**config.mk**
```make
export PLATFORM = sky130hd
export DESIGN_NAME = mux_nx1_pipe
export DESIGN_NICKNAME = d
export VERILOG_FILES = /design/src/rtl/mux_nx1_pipe.sv
export SDC_FILE = /design/constraint.sdc
export NUM_CORES = 1
export LEC_CHECK = 0
export CAP_MARGIN = 10
export CORE_MARGIN = 2
export CORE_UTILIZATION = 30
export CTS_BUF_LIST = sky130_fd_sc_hd__clkbuf_16
export DETAILED_ROUTE_END_ITERATION = 6
export GPL_TIMING_DRIVEN = 1
export PLACE_DENSITY = 0.74
export SETUP_SLACK_MARGIN = 0.15
export SLEW_MARGIN = 10
export SYNTH_ARGS = -nofsm -noshare
export SYNTH_HDL_FRONTEND = slang
export SYNTH_SLANG_ARGS = --single-unit
```
**constraint.sdc**
```tcl
create_clock -name clk -period 1.94 [get_ports clk]
set_input_delay 0.388 -clock clk [delete_from_list [all_inputs] [get_ports clk]]
set_output_delay 0.388 -clock clk [all_outputs]
set_load 0.01 [all_outputs]
```
**src/rtl/mux_nx1_pipe.sv**
```systemverilog
// mux_nx1_pipe: N-to-1 word mux with a single registered output stage and valid/ready handshake.
// Optional MUX_NX1_PIPE_SEL_ERR_EN: out-of-range selects give zero data and raise a sticky sel_err.
module mux_nx1_pipe_lane #(
  parameter int WIDTH = 32,
  parameter int SEL_W = 2,
  parameter int IDX   = 0
) (
  input  logic [WIDTH-1:0] i_word,
  input  logic [SEL_W-1:0] i_sel,
  output logic [WIDTH-1:0] o_word
);
  localparam logic [SEL_W-1:0] IDX_L = IDX[SEL_W-1:0];

  assign o_word = (i_sel == IDX_L) ? i_word : '0;
endmodule

module mux_nx1_pipe #(
  parameter  int WIDTH = 32,
  parameter  int N     = 4,
  localparam int SEL_W = (N > 1) ? $clog2(N) : 1
) (
  input  logic               clk,
  input  logic               rst_n,
  input  logic [N*WIDTH-1:0] in_data,
  input  logic [SEL_W-1:0]   in_sel,
  input  logic               in_valid,
  output logic               in_ready,
  input  logic               flush,
  output logic [WIDTH-1:0]   out_data,
  output logic [SEL_W-1:0]   out_sel,
  output logic               out_valid,
  input  logic               out_ready
`ifdef MUX_NX1_PIPE_SEL_ERR_EN
  ,
  output logic               sel_err
`endif
);
  localparam logic [SEL_W-1:0] MAX_SEL = SEL_W'(N - 1);

  logic                       w_oor;
  logic [SEL_W-1:0]           w_sel_eff;
  logic [N-1:0][WIDTH-1:0]    w_lane;
  logic [WIDTH-1:0]           w_mux;
  logic                       w_in_fire;
  logic                       w_out_fire;

  logic [WIDTH-1:0]           r_data;
  logic [SEL_W-1:0]           r_sel;
  logic                       r_valid;

  // A power-of-two N can never see an out-of-range select.
  generate
    if (N == (1 << SEL_W)) begin : g_full_range
      assign w_oor = 1'b0;
    end else begin : g_part_range
      assign w_oor = (in_sel > MAX_SEL);
    end
  endgenerate

`ifdef MUX_NX1_PIPE_SEL_ERR_EN
  // Out-of-range select matches no lane, so the OR tree yields zero.
  assign w_sel_eff = in_sel;
`else
  assign w_sel_eff = w_oor ? '0 : in_sel;
`endif

  generate
    for (genvar k = 0; k < N; k++) begin : g_lane
      mux_nx1_pipe_lane #(.WIDTH(WIDTH), .SEL_W(SEL_W), .IDX(k)) u_lane (
        .i_word (in_data[k*WIDTH +: WIDTH]),
        .i_sel  (w_sel_eff),
        .o_word (w_lane[k])
      );
    end
  endgenerate

  always_comb begin
    w_mux = '0;
    for (int k = 0; k < N; k++) w_mux = w_mux | w_lane[k];
  end

  assign in_ready   = (!r_valid || out_ready) && !flush;
  assign w_in_fire  = in_valid && in_ready;
  assign w_out_fire = r_valid && out_ready;

  // Flush wins over both transfers; data is only reloaded on an accepted beat.
  always_ff @(posedge clk or negedge rst_n) begin
    if (!rst_n) begin
      r_valid <= 1'b0;
      r_data  <= '0;
      r_sel   <= '0;
    end else if (flush) begin
      r_valid <= 1'b0;
    end else if (w_in_fire) begin
      r_valid <= 1'b1;
      r_data  <= w_mux;
      r_sel   <= in_sel;
    end else if (w_out_fire) begin
      r_valid <= 1'b0;
    end
  end

`ifdef MUX_NX1_PIPE_SEL_ERR_EN
  logic r_sel_err;

  always_ff @(posedge clk or negedge rst_n) begin
    if (!rst_n)                 r_sel_err <= 1'b0;
    else if (flush)             r_sel_err <= 1'b0;
    else if (w_in_fire && w_oor) r_sel_err <= 1'b1;
  end

  assign sel_err = r_sel_err;
`endif

  assign out_data  = r_data;
  assign out_sel   = r_sel;
  assign out_valid = r_valid;
endmodule

```
* After elaboration in Yosys (flattened, before gate mapping)
Cells that the tools add are included.
** Storage, ports and cells
- Bits in registers :: 35
- Bits of input ports :: 135
- Output and inout bits :: 36
- Logic and storage cells :: 26
** Operators by class
- Equal/unequal tests :: 3
- Mux-type cells :: 7
- Bitwise operators :: 4
- Reductions and logical operators :: 9
** Operators by type and width (count)
- $mux 32 :: 4
- $or 32x32->32 :: 3
- $eq 2x2->1 const B :: 2
- $logic_and 1x1->1 :: 3
- $mux 1 :: 3
- $reduce_bool 3->1 :: 1
- $eq 2x1->1 const B :: 1
- $logic_not 1->1 :: 2
- $logic_not 2->1 :: 1
- $reduce_and 2->1 :: 1
- $logic_or 1x1->1 :: 1
- $not 1->1 :: 1

* Depth between registers and ports, before layout
- Depth in word-level cells :: 6
- Depth in mapped cells :: 4
- Depth with buffers taken out :: 3

* Hierarchy
A second synthesis with hierarchy kept.
** Unflattened totals
- Cells, all modules :: 261
- Area, all modules :: 3020.4 µm²
** By module, submodules not included
- mux_nx1_pipe :: times used 1, cells an instance 109, area an instance 1576.5 µm², sequential area each 875.8 µm²
- mux_nx1_pipe_lane (g_lane[1].u_lane ...) :: times used 2, cells an instance 38, area an instance 357.8 µm², sequential area each 0.0 µm²
- mux_nx1_pipe_lane (g_lane[0].u_lane) :: times used 1, cells an instance 38, area an instance 457.9 µm², sequential area each 0.0 µm²
- mux_nx1_pipe_lane (g_lane[3].u_lane) :: times used 1, cells an instance 38, area an instance 270.3 µm², sequential area each 0.0 µm²

* Worst setup path before layout
OpenSTA, ideal clock, no wires.
- Path kind :: input -> register
- Start point :: in in_sel[1]
- End point :: reg r_data[0], in the netlist out_data[0]
- Data arrival time :: 1.487 ns
- Required time :: 1.815 ns
- Path slack :: 0.328 ns
- Stages on the path :: 4
- Buffers on the path :: 2
- Cells stage by stage :: clkbuf_1 > buf_1 > mux4_2 > mux2_4
** Between the ends
- Word-level cells in the longest chain between the ends :: 5
- Elaborated cells on any way between the ends :: 11
- Those cells by class :: 3 x eq/ne; 4 x mux; 3 x bitwise; 1 x reduce/logical
** Ends and longest elaborated chain
- start, declared :: RTL line 25 : input logic [SEL_W-1:0] in_sel,
- $eq 2x1->1 / $logic_not 2->1 (equally long branches) :: RTL line 14 : assign o_word = (i_sel == IDX_L) ? i_word : '0;
- $mux 32 :: RTL line 14
- $or 32x32->32 (2 in series) :: RTL line 79 : for (int k = 0; k < N; k++) w_mux = w_mux | w_lane[k];
- $or 32x32->32 (*) :: RTL line 79
- end signal, assigned :: RTL line 96 : r_data <= w_mux;
- end, declared :: RTL line 47 : logic [WIDTH-1:0] r_data;
Mark *: on every way between the ends. The rest lies on a longest branch, timed or not.
A chain may end at the register's enable or synchronous reset.

* Worst setup path after layout
- Start point :: in out_ready
- End point :: out in_ready
** Between the ends
- Word-level cells in the longest chain between the ends :: 2
** Ends and longest elaborated chain
- start, declared :: RTL line 32 : input logic out_ready
- $logic_or 1x1->1 :: RTL line 82 : assign in_ready = (!r_valid || out_ready) && !flush;
- $logic_and 1x1->1 :: RTL line 82
- end, declared :: RTL line 27 : output logic in_ready,
Every way passes these cells.

==> out/metrics.csv <==
stage,metric,value,unit
run_status,status,finished clean,
floorplanning,IO Pins,171,
sta,Worst-Margin Slew,0.772,ns
critical_path,maximum fanout along the worst path,3,
sta,Fmax achieved,579,MHz
sta,Final TNS setup,0,ns
floorplanning,DIE WIDTH,90.8,µm
power,sequential power share,0.342,
layout,# diodes,0,
power,internal power,2.16,mW
hold_path,Hold WC Path Type,primary input to asynchronous set/reset pin,
placement,dpl hpwl,5270,µm
critical_path,"slowest stage cell, crit path",clkdlybuf4s50_1,
layout,proportion of layout cells with a drive suffix above 1,0.266,
sta,RSZ-0062 raised after global routing,no,
yosys,Syn. warnings,0,
route,Initial DRC Count,44,
clock_tree,hold_buf cts,0,
critical_path,CP arrival,1.34,ns
floorplanning,Core ar.,7250,µm²
critical_path,worst reg2reg endpoint,out_sel[1]$_DFFE_PN0P_,
clock_tree,H-tree levels,2,
layout,most frequent cells in the layout,"clkdlybuf4s50_1, dfrtp_1, mux4_2, mux2_4",
critical_path,critical path launch point type,primary input,
sta,Slew HR,0.485,
layout,Non-Filler Instances,388,
route,Detail Route Antenna Nets,0,
grt,first-pass GRT wire length,10200,µm
clock_tree,CTS tree,yes,
grt,initial antenna violation count,0,
placement,Port Buffers,170,
layout,"most common cell after layout, fill and taps aside",clkdlybuf4s50_1,
sta,Clock Skews,0.00247,ns
yosys,sequential area share after synthesis,0.388,
clock_tree,Clock Latency Late Sink,0.27,ns
route,wire per inst,16.7,µm
route,total wire length,6490,µm
grt,vias in the first global route,1970,
run,max-cap violations,0,
floorplanning,Initial Utilization,0.311,
clock_tree,clock transition at the registers of the reported paths,0.05,ns
yosys,Netlist Area Pre-Place,2260,µm²
power,Comb power frac,0.401,
critical_path,depth of the most critical reg-to-reg path,4,
clock_tree,number of CTS-inserted buffers,5,
critical_path,Reg2Reg Setup Slack,0.43,ns
critical_path,WS Path Type,primary input to output pin,
clock_tree,CTS sink count,35,
clock_tree,Root Driver,clkbuf_16,
sta,WHS,0.186,ns
yosys,Mapped Cells,117,
grt,"Remaining Overflow, GRT",0,
clock_tree,CTS Buffer Depth,2,
floorplanning,die height,90.8,µm
yosys,Synthesized Nets,252,
power,power consumption,2.84,mW
route,first drt pass iteration count,3,
grt,largest net degree at the start of global routing,36,
power,largest vdd supply drop,0.299,mV
floorplanning,row count,31,
power,Clk pwr share,0.257,
layout,Syn-to-layout area delta,85.7,%
critical_path,crit-path cells,clkdlybuf4s50_1 > nor2b_4 > nor2_1 > dlygate4sd2_1,
critical_path,CP Capture Type,output pin,
route,detailed-route via count,1796,
route,DR WL met2,3480,µm
yosys,Synth Area per Inst,19.3,µm²
grt,GRT Resource Usage Total,0.159,
power,P_leak,1.66,nW
sta,minimum clock period,1.73,ns
yosys,Yosys reg bits,35,
sta,fin. max-slew vios,0,
floorplanning,die footprint,8240,µm²
power,Sw Ratio,0.240,
route,drt via density,4.63,
sta,final setup fails,0,
power,pwr dens,678,nW/µm²
route,WL met1,2410,µm
layout,final net count,423,
placement,pre-CTS WS,-0.0924,ns
sta,Final Hold Fails,0,
placement,placer congestion estimate,0.733,
power,NetSw,0.683,mW
yosys,post-synthesis cell type count,13,
sta,Final period util,0.890,
route,top routing layer used,met4,
critical_path,critical path's largest stage delay,0.44,ns
critical_path,RR Startpoint,out_valid$_DFFE_PN0P_,
route,WL met3,493,µm
placement,placed cells,380,
route,DR DRC count,0,
critical_path,CP required,1.55,ns
sta,final worst slack,0.213,ns
==> power by group through the flow <==
stage / combinational [mW] / clock [mW] / sequential, mW
5_1_grt: 1.20 / 0.784 / 0.994
3_5_place_dp: 1.15 / 0 / 0.983
6_report: 1.14 / 0.732 / 0.973
2_1_floorplan: 0.409 / 0 / 1.05
4_1_cts: 1.16 / 0.765 / 0.975
3_3_place_gp: 1.13 / 0 / 0.980
==> worst max path at each step <==
stage,start,endpoint,depth (start not counted)
2_1_floorplan,in_sel[1],out_data[0]$_DFFE_PN0P_,4
3_3_place_gp,out_ready,in_ready,4
3_5_place_dp,out_ready,in_ready,4
4_1_cts,out_ready,in_ready,4
5_1_grt,out_ready,in_ready,4
6_report,out_ready,in_ready,4
==> area by class of cell <==
type	count	area (µm²)
Fill cell	619	3060
Clock inverter	3	11.3
Clock buffer	5	125
Multi-Input combinational cell	71	1270
Timing Repair Buffer	175	1790
Sequential cell	35	876
Tap cell	99	124
==> registers in the layout (all words and copies together) (netlist names) <==
register and flops:
out_data 32, out_sel 2, out_valid 1
==> synth_stat cells (all sizes together) <==
library cell	n	area (µm²)
nor3b	1	18.8
clkbuf	1	3.75
nor2	3	11.3
buf	10	119
nor2b	1	6.26
mux2	34	492
dfrtp	35	876
mux4	32	732
==> cells by family (layout without fill, tap and decap cells) <==
logic type	Yosys count	after routing	synth area share
muxes	66	66	0.542
DFF	35	35	0.388
buffers and inverters	11	183	0.0543
and+or+nand+nor	5	5	0.0161
==> metrics by stage <==
stage / cell area (µm²) / utilization
4_1_cts: 4190 / 0.578
3_3_place_gp: 4050 / 0.559
6_report: 4190 / 0.578
2_1_floorplan: 2260 / -
5_1_grt: 4190 / 0.578
3_5_place_dp: 4050 / 0.559
==> per-layer routing <==
metal,track usage,vias to the layer above
met5,0,-
met2,0.284,81
met4,0.0551,0
met1,0.185,881
met3,0.0409,11
li1,-,823
==> worst max-delay path, delay by kind of cell <==
kind	cells	cell delay (ns)
buffers and inverters	2	0.73
and+or+nand+nor	2	0.22
==> what timing repair did <==
action	4_1_cts	5_1_grt
buffers inserted	0	0
resized for setup	2	1
setup endpoints to repair	1	1
cloned	0	0
Power figures use the tool's default switching activity.
